**config.mk**
```make
export PLATFORM = sky130hd
export DESIGN_NAME = ctrl_decode_pipe
export DESIGN_NICKNAME = d
export VERILOG_FILES = /design/src/rtl/ctrl_pkg.sv /design/src/rtl/ctrl_decode_lane.sv /design/src/rtl/ctrl_decode_pipe.sv
export SDC_FILE = /design/constraint.sdc
export NUM_CORES = 1
export LEC_CHECK = 0
export ABC_AREA = 1
export CAP_MARGIN = 20
export CORE_MARGIN = 2
export CORE_UTILIZATION = 50
export DETAILED_ROUTE_END_ITERATION = 8
export GPL_TIMING_DRIVEN = 0
export PLACE_DENSITY_LB_ADDON = 0.3
export SYNTH_ARGS = -nofsm -noshare
export SYNTH_HDL_FRONTEND = slang
export SYNTH_SLANG_ARGS = --single-unit
```
**constraint.sdc**
```tcl
create_clock -name clk_w_i -period 2.2 [get_ports clk_w_i]
set_input_delay 0.33 -clock clk_w_i [delete_from_list [all_inputs] [get_ports clk_w_i]]
set_output_delay 0.33 -clock clk_w_i [all_outputs]
set_load 0.03 [all_outputs]
```
**src/rtl/ctrl_pkg.sv**
```systemverilog
// Shared definitions for the registered RV32I control decoder.
// Bundle bit map (LSB first): 0 reg_write, 1 alu_src_a, 2 alu_src_b, 3 mem_wr,
// 4 mem_rd, 5 branch, 6 mem_to_reg, 7 jal, 8 imm_to_reg, 9 pc_to_reg,
// 10 cmp_branch, 11 ILL, 12 SYS.
package ctrl_pkg;

  localparam int unsigned CTRL_W = 13;
  localparam int unsigned B_ILL  = 11;

  typedef enum logic [6:0] {
    OP_LOAD   = 7'b0000011,
    OP_FENCE  = 7'b0001111,
    OP_OPIMM  = 7'b0010011,
    OP_AUIPC  = 7'b0010111,
    OP_STORE  = 7'b0100011,
    OP_OP     = 7'b0110011,
    OP_LUI    = 7'b0110111,
    OP_BRANCH = 7'b1100011,
    OP_JALR   = 7'b1100111,
    OP_JAL    = 7'b1101111,
    OP_SYSTEM = 7'b1110011
  } opcode_e;

  localparam logic [CTRL_W-1:0] CTRL_JAL    = 13'h02A7;
  localparam logic [CTRL_W-1:0] CTRL_LUI    = 13'h0105;
  localparam logic [CTRL_W-1:0] CTRL_AUIPC  = 13'h0007;
  localparam logic [CTRL_W-1:0] CTRL_BRANCH = 13'h0426;
  localparam logic [CTRL_W-1:0] CTRL_STORE  = 13'h000C;
  localparam logic [CTRL_W-1:0] CTRL_LOAD   = 13'h0055;
  localparam logic [CTRL_W-1:0] CTRL_OPIMM  = 13'h0005;
  localparam logic [CTRL_W-1:0] CTRL_OP     = 13'h0001;
  localparam logic [CTRL_W-1:0] CTRL_SYS    = 13'h1000;
  localparam logic [CTRL_W-1:0] CTRL_ILL    = 13'h0800;

endpackage

```
**src/rtl/ctrl_decode_lane.sv**
```systemverilog
// Combinational opcode -> control bundle for one lane.
// Ports:
//   i_opcode  7-bit RV32I major opcode
//   o_ctrl    CTRL_W-bit control bundle; unknown opcodes give the ILL-only bundle
module ctrl_decode_lane
  import ctrl_pkg::*;
#(
  parameter bit EN_SYSTEM = 1'b0
) (
  input  logic [6:0]        i_opcode,
  output logic [CTRL_W-1:0] o_ctrl
);

  always_comb begin
    o_ctrl = CTRL_ILL;
    case (i_opcode)
      OP_JAL, OP_JALR:      o_ctrl = CTRL_JAL;
      OP_LUI:               o_ctrl = CTRL_LUI;
      OP_AUIPC:             o_ctrl = CTRL_AUIPC;
      OP_BRANCH:            o_ctrl = CTRL_BRANCH;
      OP_STORE:             o_ctrl = CTRL_STORE;
      OP_LOAD:              o_ctrl = CTRL_LOAD;
      OP_OPIMM:             o_ctrl = CTRL_OPIMM;
      OP_OP:                o_ctrl = CTRL_OP;
      OP_FENCE, OP_SYSTEM:  o_ctrl = EN_SYSTEM ? CTRL_SYS : CTRL_ILL;
      default:              o_ctrl = CTRL_ILL;
    endcase
  end

endmodule

```
**src/rtl/ctrl_decode_pipe.sv**
```systemverilog
// Registered, flow-controlled control decoder: LANES opcodes per beat are
// decoded and stored in a 2-entry FIFO skid buffer with valid/ready on both
// sides; a saturating counter tracks illegal lanes accepted since reset.
// Ports:
//   clk_w_i, rst_w_i_l          clock / async active-low reset
//   flush_w_i_h                 synchronous discard of all buffered beats
//   in_valid_w_i_h/in_ready_w_o_h/in_opcode_w_i      upstream beat (7 bits per lane)
//   out_valid_w_o_h/out_ready_w_i_h/out_ctrl_w_o     downstream beat (13 bits per lane)
//   out_illegal_w_o_h           any lane of the presented beat is illegal
//   ill_cnt_w_o                 saturating count of accepted illegal lanes
module ctrl_decode_pipe
  import ctrl_pkg::*;
#(
  parameter int unsigned LANES     = 1,
  parameter bit          EN_SYSTEM = 1'b0,
  parameter int unsigned CNT_W     = 8
) (
  input  logic                      clk_w_i,
  input  logic                      rst_w_i_l,
  input  logic                      flush_w_i_h,
  input  logic                      in_valid_w_i_h,
  output logic                      in_ready_w_o_h,
  input  logic [7*LANES-1:0]        in_opcode_w_i,
  output logic                      out_valid_w_o_h,
  input  logic                      out_ready_w_i_h,
  output logic [CTRL_W*LANES-1:0]   out_ctrl_w_o,
  output logic                      out_illegal_w_o_h,
  output logic [CNT_W-1:0]          ill_cnt_w_o
);

  logic [CTRL_W*LANES-1:0] w_dec;
  logic [CTRL_W*LANES-1:0] r_mem [2];
  logic                    r_wr_ptr;
  logic                    r_rd_ptr;
  logic [1:0]              r_count;
  logic [1:0]              w_count_next;
  logic                    r_in_ready;
  logic [CNT_W-1:0]        r_ill_cnt;
  logic [CNT_W-1:0]        w_ill_next;
  logic [2:0]              w_ill_num;
  logic [CNT_W+2:0]        w_ill_sum;
  logic                    w_accept;
  logic                    w_pop;
  logic                    w_out_valid;

  for (genvar k = 0; k < LANES; k++) begin : g_lane
    ctrl_decode_lane #(.EN_SYSTEM(EN_SYSTEM)) u_lane (
      .i_opcode (in_opcode_w_i[7*k +: 7]),
      .o_ctrl   (w_dec[CTRL_W*k +: CTRL_W])
    );
  end

  assign w_out_valid = (r_count != 2'd0);
  assign w_accept    = in_valid_w_i_h & r_in_ready;
  assign w_pop       = w_out_valid & out_ready_w_i_h;

  always_comb begin
    w_count_next = r_count;
    case ({w_accept, w_pop})
      2'b10:   w_count_next = r_count + 2'd1;
      2'b01:   w_count_next = r_count - 2'd1;
      default: w_count_next = r_count;
    endcase
  end

  always_comb begin
    w_ill_num = '0;
    for (int unsigned k = 0; k < LANES; k++) begin
      w_ill_num = w_ill_num + 3'(w_dec[CTRL_W*k + B_ILL]);
    end
    w_ill_sum  = (CNT_W+3)'(r_ill_cnt) + (CNT_W+3)'(w_ill_num);
    w_ill_next = (w_ill_sum > (CNT_W+3)'({CNT_W{1'b1}})) ? '1 : w_ill_sum[CNT_W-1:0];
  end

  // in_ready is registered from the next-state count so it never depends
  // combinationally on in_valid.
  always_ff @(posedge clk_w_i or negedge rst_w_i_l) begin
    if (!rst_w_i_l) begin
      r_mem      <= '{default: '0};
      r_wr_ptr   <= 1'b0;
      r_rd_ptr   <= 1'b0;
      r_count    <= 2'd0;
      r_in_ready <= 1'b0;
      r_ill_cnt  <= '0;
    end else if (flush_w_i_h) begin
      r_wr_ptr   <= 1'b0;
      r_rd_ptr   <= 1'b0;
      r_count    <= 2'd0;
      r_in_ready <= 1'b1;
    end else begin
      if (w_accept) begin
        r_mem[r_wr_ptr] <= w_dec;
        r_wr_ptr        <= ~r_wr_ptr;
        r_ill_cnt       <= w_ill_next;
      end
      if (w_pop) begin
        r_rd_ptr <= ~r_rd_ptr;
      end
      r_count    <= w_count_next;
      r_in_ready <= (w_count_next != 2'd2);
    end
  end

  always_comb begin
    out_ctrl_w_o      = w_out_valid ? r_mem[r_rd_ptr] : '0;
    out_illegal_w_o_h = 1'b0;
    for (int unsigned k = 0; k < LANES; k++) begin
      out_illegal_w_o_h = out_illegal_w_o_h | out_ctrl_w_o[CTRL_W*k + B_ILL];
    end
  end

  assign in_ready_w_o_h  = r_in_ready;
  assign out_valid_w_o_h = w_out_valid;
  assign ill_cnt_w_o     = r_ill_cnt;

endmodule

```
==> flow_summary.yaml, run 1 <==
critical_path:
  ff2ff_path_depth: 8
  regToRegEndpoint: "in_ready_w_o_h"
  critPathKind: "in2reg"
  worst-endpoint-arrival_ns: 2.28
  timing.rr.start: "r_count[0]"
  crit_family: "simple AND/OR/NAND/NOR gates"
  crit_cells: 14
  cp_slowest_cell: "clkdlybuf4s50_1"
  r2r_slack_ns: 0.57
  max_stage_delay_ns: 0.42
  crit_path_cell_trace: "clkdlybuf4s50_1 > nand2_1 > inv_2 > nand2_2 > inv_1 > nand2_2 > nand2_2 > nor3_4 > ha_2 > nand4_1 > nor2_4 > nand4_1 > o21ai_0 > inv_1"
  critPathBufInv: 4
  cpMostUsedCell: "nand2_2"
  crit_path_end_kind: "flip-flop"
  cp-start-kind: "input port"
  cp_max_fo: 5
  cp.required_ns: 2.38
timing:
  whs_ns: 0.08696
  period_needed_ns: 2.097
  hold_viol_final: 0
  skew_ns: 0.004854
  min_period_over_period_pct: 95.31
  finalSetupViolations: 0
  clock.fmax_mhz: 476.9
  maxSlewHeadroom_pct: 52.32
  grt_setup_unrepaired: "true"
  drv_slew: 0
  fin_ws_ns: 0.1033
  worst_slew_pin_slew_ns: 0.7152
die:
  die_y_um: 64.69
  io_pins: 36
  dieArea_um2: 4185
  start_util_pct: 51.08
  core_um2: 3606
  rows: 22
  fp.dieW_um: 64.69
clock_tree:
  cts_setup_buffers: 0
  clockBufferDepth: 2
  cts-root-buf: "clkbuf_8"
  hold_buffers: 0
  cts.clk_slew.worst_paths_ns: 0.07
  cts_max_level: 2
  cts_tree: "built"
  clkLatencyLatePin_ns: 0.29
  cts_made_buffers: 5
  numClockSinks: 33
placed_design:
  gp_congestion: 0.8163
  dp_slack_ns: -0.4604
  port_buffers: 34
  hpwlAfterDp_mm: 2.941
global_route:
  grt-ovfl-total: 0
  antenna_found_initial: 0
  grt_max_degree: 34
  first_global_vias: 1599
  track_usage_pct: 22.55
  grt_pass1_wl_mm: 7.100
yosys:
  synth-seq-area-share_pct: 44.84
  synth_fp_nets: 253
  yosys-top-cells-area: "dfrtp_1 45%, nand2_1 14%, nor2_1 4.7%"
  synth_top_area_cell: "dfrtp_1"
  synth_cell_types: 31
  postSynthCellCount: 238
  synth_seq_cells: 33
  synth_warnings: 0
  synth_area_um2: 1842
  avgSynthCellArea_um2: 7.739
  synth_enable_flop_cells: 0
  synth_common_cells: "68 x nand2_1, 33 x dfrtp_1, 23 x nor2_1"
  async_flop_share_pct: 100.0
  synthMostInstantiatedCell: "nand2_1"
  synth_top_area_share_pct: 44.84
  yosys_most_used_dff: "dfrtp_1"
finish:
  fin_util_pct: 65.75
  multi_input_area_um2: 904.6
  fillers: 299
  ff_latch_area_um2: 825.8
  final_nets: 294
  layout-drive-gt1-share_pct: 17.14
  area_delta_synth_final_pct: 28.74
  num_antenna_cells: 0
detailed_routing:
  dr.pass1.iters: 5
  drt_wl_total_mm: 4.100
  ant_nets: 0
  vias: 1643
  via_per_inst: 5.009
  routedWlPerCell_um: 12.50
  drt_iter0_markers: 91
  drc: 0
power:
  p_per_area_nw_per_um2: 1068
  power_mw: 2.533
  ir_worst_vdd_uv: 571.2
  leakagePower_nw: 1.248
status:
  status: "complete, no violations"
worst_hold_path:
  min-delay-path-class: "in2async"
flow_run:
  cap_violations: 0
-- worst register-to-register path: stages (launching register included) --
cell,delay (ns)
dfrtp_1,0.44
nor2_4,0.19
nor2_1,0.10
ha_1,0.32
nor2_1,0.14
nand2_1,0.07
nand2_1,0.05
and3_1,0.16
nand2_1,0.05
-- stage by stage --
step | cell area [µm²] | TNS, ns | std cells
2_1_floorplan | 1842 | 0 | 238
3_3_place_gp | 2242 | -2.984 | 320
3_5_place_dp | 2237 | -3.617 | 320
4_1_cts | 2347 | 0 | 328
5_1_grt | 2371 | -0.04221 | 328
6_report | 2371 | 0 | 328
-- cell families after synthesis --
kind of cell,after synthesis,synth area share (%)
compound gates,33,9.850
xor+xnor,1,0.4756
fa+ha+maj,3,2.038
buf+inv,34,8.763
flops,33,44.84
other cells,1,0.2036
simple gates,133,33.83
-- registers in the layout, summed over array words and instances, names as in the netlist --
name / cells
r_mem: 20
r_rd_ptr: 1
ill_cnt_w_o: 8
in_ready_w_o_h: 1
r_wr_ptr: 1
r_count: 2
-- layout make-up --
class | instances | share of cell area (%)
clock inverter | 1 | 0.2111
buffer | 8 | 2.639
timing repair buffer | 34 | 13.40
sequential | 33 | 34.83
inverter | 26 | 4.169
clock buffer | 7 | 4.063
tap | 48 | 2.533
multi-input combinational | 171 | 38.15
-- timing repair --
| action | 4_1_cts | 5_1_grt |
|---|---|---|
| endpoints found under the hold margin | 0 | 0 |
| setup endpoints to repair | 22 | 10 |
| pin swaps | 4 | 3 |
| resized for setup | 23 | 10 |
| cloned | 0 | 0 |
-- routing by layer --
layer  global-route usage [%]  vias up  part of all wire (%)
li1                         -      842                     -
met5                        0        -                     0
met4                    8.245        0                   1.2
met2                    36.33       48                    48
met3                    6.771        4                   5.3
met1                    28.75      749                    46
-- placed cells by master, fill, tap and decap left out, types with 8 or more instances in the layout --
| master | n |
|---|---|
| nand2_1 | 64 |
| nor2_1 | 22 |
| dfrtp_1 | 33 |
| nand3_1 | 15 |
| dlygate4sd2_1 | 14 |
| nand2_2 | 8 |
| inv_1 | 20 |
| a21oi_1 | 15 |
| o21ai_0 | 8 |
| clkdlybuf4s50_1 | 15 |
-- power breakdown --
group	switching, mW	leakage, nW	internal, mW	total [mW]
combinational	0.700	0.769	0.418	1.12
sequential	0.133	0.424	0.772	0.905
clock	0.228	0.0542	0.283	0.511
total	1.06	1.25	1.47	2.53
-- worst max path at each step --
stage,slack [ns],startpoint,endpoint
2_1_floorplan,0.18,r_count[0],out_ctrl_w_o[9]
4_1_cts,0.01,in_opcode_w_i[3],ill_cnt_w_o[6]
3_3_place_gp,-0.39,in_opcode_w_i[4],ill_cnt_w_o[7]
3_5_place_dp,-0.46,in_opcode_w_i[4],ill_cnt_w_o[7]
5_1_grt,-0.03,in_opcode_w_i[0],ill_cnt_w_o[6]
6_report,0.10,in_opcode_w_i[1],ill_cnt_w_o[6]
No activity file was read; power rests on OpenSTA's default activity.
==> inputs of run 2 (changes only) <==
- GPL_TIMING_DRIVEN: 0 -> not set
- SLEW_MARGIN: not set -> 15
- TNS_END_PERCENT: not set -> 50
==> run 2 against run 1 <==
Net effect: global-route usage fell by 0.70 points; routed wire length rose by 1.5%; sequential cell count did not move; highest routed layer unchanged.
==> flow_summary.yaml, run 2 (synthesized netlist as in run 1, its figures left out) <==
timing:
  drv_slew: 0
  period_needed_ns: 2.009
  grt_setup_unrepaired: "false"
  finalSetupViolations: 0
  whs_ns: 0.4363
  fin_ws_ns: 0.1915
  hold_viol_final: 0
  min_period_over_period_pct: 91.30
  skew_ns: 0.005120
  clock.fmax_mhz: 497.9
clock_tree:
  clockBufferDepth: 2
  numClockSinks: 33
  cts_max_level: 2
  cts_tree: "built"
  cts.clk_slew.worst_paths_ns: 0.07
  cts-root-buf: "clkbuf_8"
  cts_made_buffers: 5
  clkLatencyLatePin_ns: 0.29
finish:
  fin_area_um2: 2376
  final_cell_mix: "68 x nand2_1, 32 x dfrtp_1, 23 x nor2_1"
  layout_commonest_cell: "nand2_1"
  area_delta_synth_final_pct: 29.01
  fin_util_pct: 65.89
  fillers: 302
  num_antenna_cells: 0
  final_nets: 300
  layout-drive-gt1-share_pct: 16.08
  top_register: "r_mem"
  largest_register_ffs: 20
placed_design:
  port_buffers: 34
  gp_congestion: 0.9675
  place_area_um2: 2285
  dp_slack_ns: -0.1554
  hpwlAfterDp_mm: 3.117
critical_path:
  worst-endpoint-arrival_ns: 1.68
  crit_path_end_kind: "primary output"
  cp.required_ns: 1.87
  critPathKind: "reg2out"
  max_stage_delay_ns: 0.53
  cp-start-kind: "flip-flop"
  cp_slowest_cell: "dfrtp_2"
  crit_path_cell_trace: "inv_1 > nand2_1 > a21oi_1 > dlygate4sd2_1"
  cp_max_fo: 17
  ff2ff_path_depth: 9
global_route:
  grt-ovfl-total: 0
  first_global_vias: 1665
  grt_max_degree: 34
  grt_pass1_wl_mm: 7.044
  antenna_found_initial: 0
  track_usage_pct: 21.84
status:
  status: "complete, no violations"
power:
  leakagePower_nw: 1.230
  ir_worst_vdd_uv: 634.1
  p_per_area_nw_per_um2: 1058
detailed_routing:
  ant_nets: 0
  drt_wl_total_mm: 4.160
  drc: 0
  drt_iter0_markers: 144
  vias: 1684
  via_per_inst: 5.042
  dr.pass1.iters: 4
  routedWlPerCell_um: 12.46
die:
  fp.dieW_um: 64.69
  io_pins: 36
  rows: 22
  die_y_um: 64.69
  dieArea_um2: 4185
  start_util_pct: 51.08
  core_um2: 3606
flow_run:
  cap_violations: 0
worst_hold_path:
  min-delay-path-class: "in2async"
[run 2: cell count changes in the layout (fill, tap and decap cells not counted), sizes merged]
| cell | previous run | this run |
|---|---|---|
| buf | 9 | 14 |
| clkbuf | 8 | 7 |
| clkdlybuf4s15 | 1 | 0 |
| clkdlybuf4s50 | 15 | 21 |
| dlygate4sd2 | 14 | 13 |
| dlymetal6s2s | 2 | 0 |
[run 2: where the power goes]
group,switching [mW],total [mW],internal (mW)
clock,0.219,0.502,0.282
combinational,0.670,1.08,0.411
sequential,0.159,0.933,0.773
[run 2: worst paths after layout]
kind                            start               end  slack, ns
setup / recovery             r_rd_ptr  out_ctrl_w_o[11]       0.19
hold / removal              rst_w_i_l    ill_cnt_w_o[5]       0.44
setup reg to reg           r_count[0]    in_ready_w_o_h       0.52
hold reg to reg             r_mem[16]         r_mem[16]       0.48
max in group asynchronous   rst_w_i_l          r_rd_ptr       1.46
min in group clk_w_i        r_mem[16]         r_mem[16]       0.48
[run 2: per-stage QoR]
stage               total power [mW]  cells  TNS [ns]
floorplan                      1.636    238         0
global placement               2.048    326   -0.7828
detailed placement             2.076    326    -1.044
CTS                            2.528    334         0
global route                   2.674    334         0
finish                         2.515    334         0
[run 2: worst max-delay path: cells and delay by family (launching register included)]
family	cells	cell delay [ns]
compound gates	1	0.15
buf+inv	2	0.64
flops	1	0.53
simple gates	1	0.07
[run 2: layout make-up]
cell class,count,area (µm²),share of cell area (%)
clock inverters,1,5.005,0.2106
repair buffers,48,429.2,18.06
well taps,48,60.06,2.528
clock buffers,7,96.34,4.055
flip-flops and latches,33,827.0,34.81
inverters,26,98.84,4.160
multi-input cells,171,859.6,36.18
[run 2: timing repair]
| item | 4_1_cts | 5_1_grt |
|---|---|---|
| buffers inserted | 0 | 0 |
| pin swaps | 0 | 0 |
| gates resized for setup | 14 | 1 |
| hold buffers | 0 | 0 |
| setup endpoints to repair | 13 | 5 |
| hold endpoints to repair | 0 | 0 |
[run 2: per-layer routing]
metal | vias to the layer above | track usage, % | wire (µm)
met4 | 0 | 11.97 | 70
met5 | - | 0 | 0
met2 | 52 | 35.16 | 1939
met1 | 772 | 28.06 | 1912
li1 | 854 | - | -
met3 | 6 | 3.646 | 238
==> inputs of run 3 (changes only) <==
- CAP_MARGIN: 20 -> not set
==> results of run 3 <==
Same layout as run 2: the final DEF is identical, and so are final timing and power.
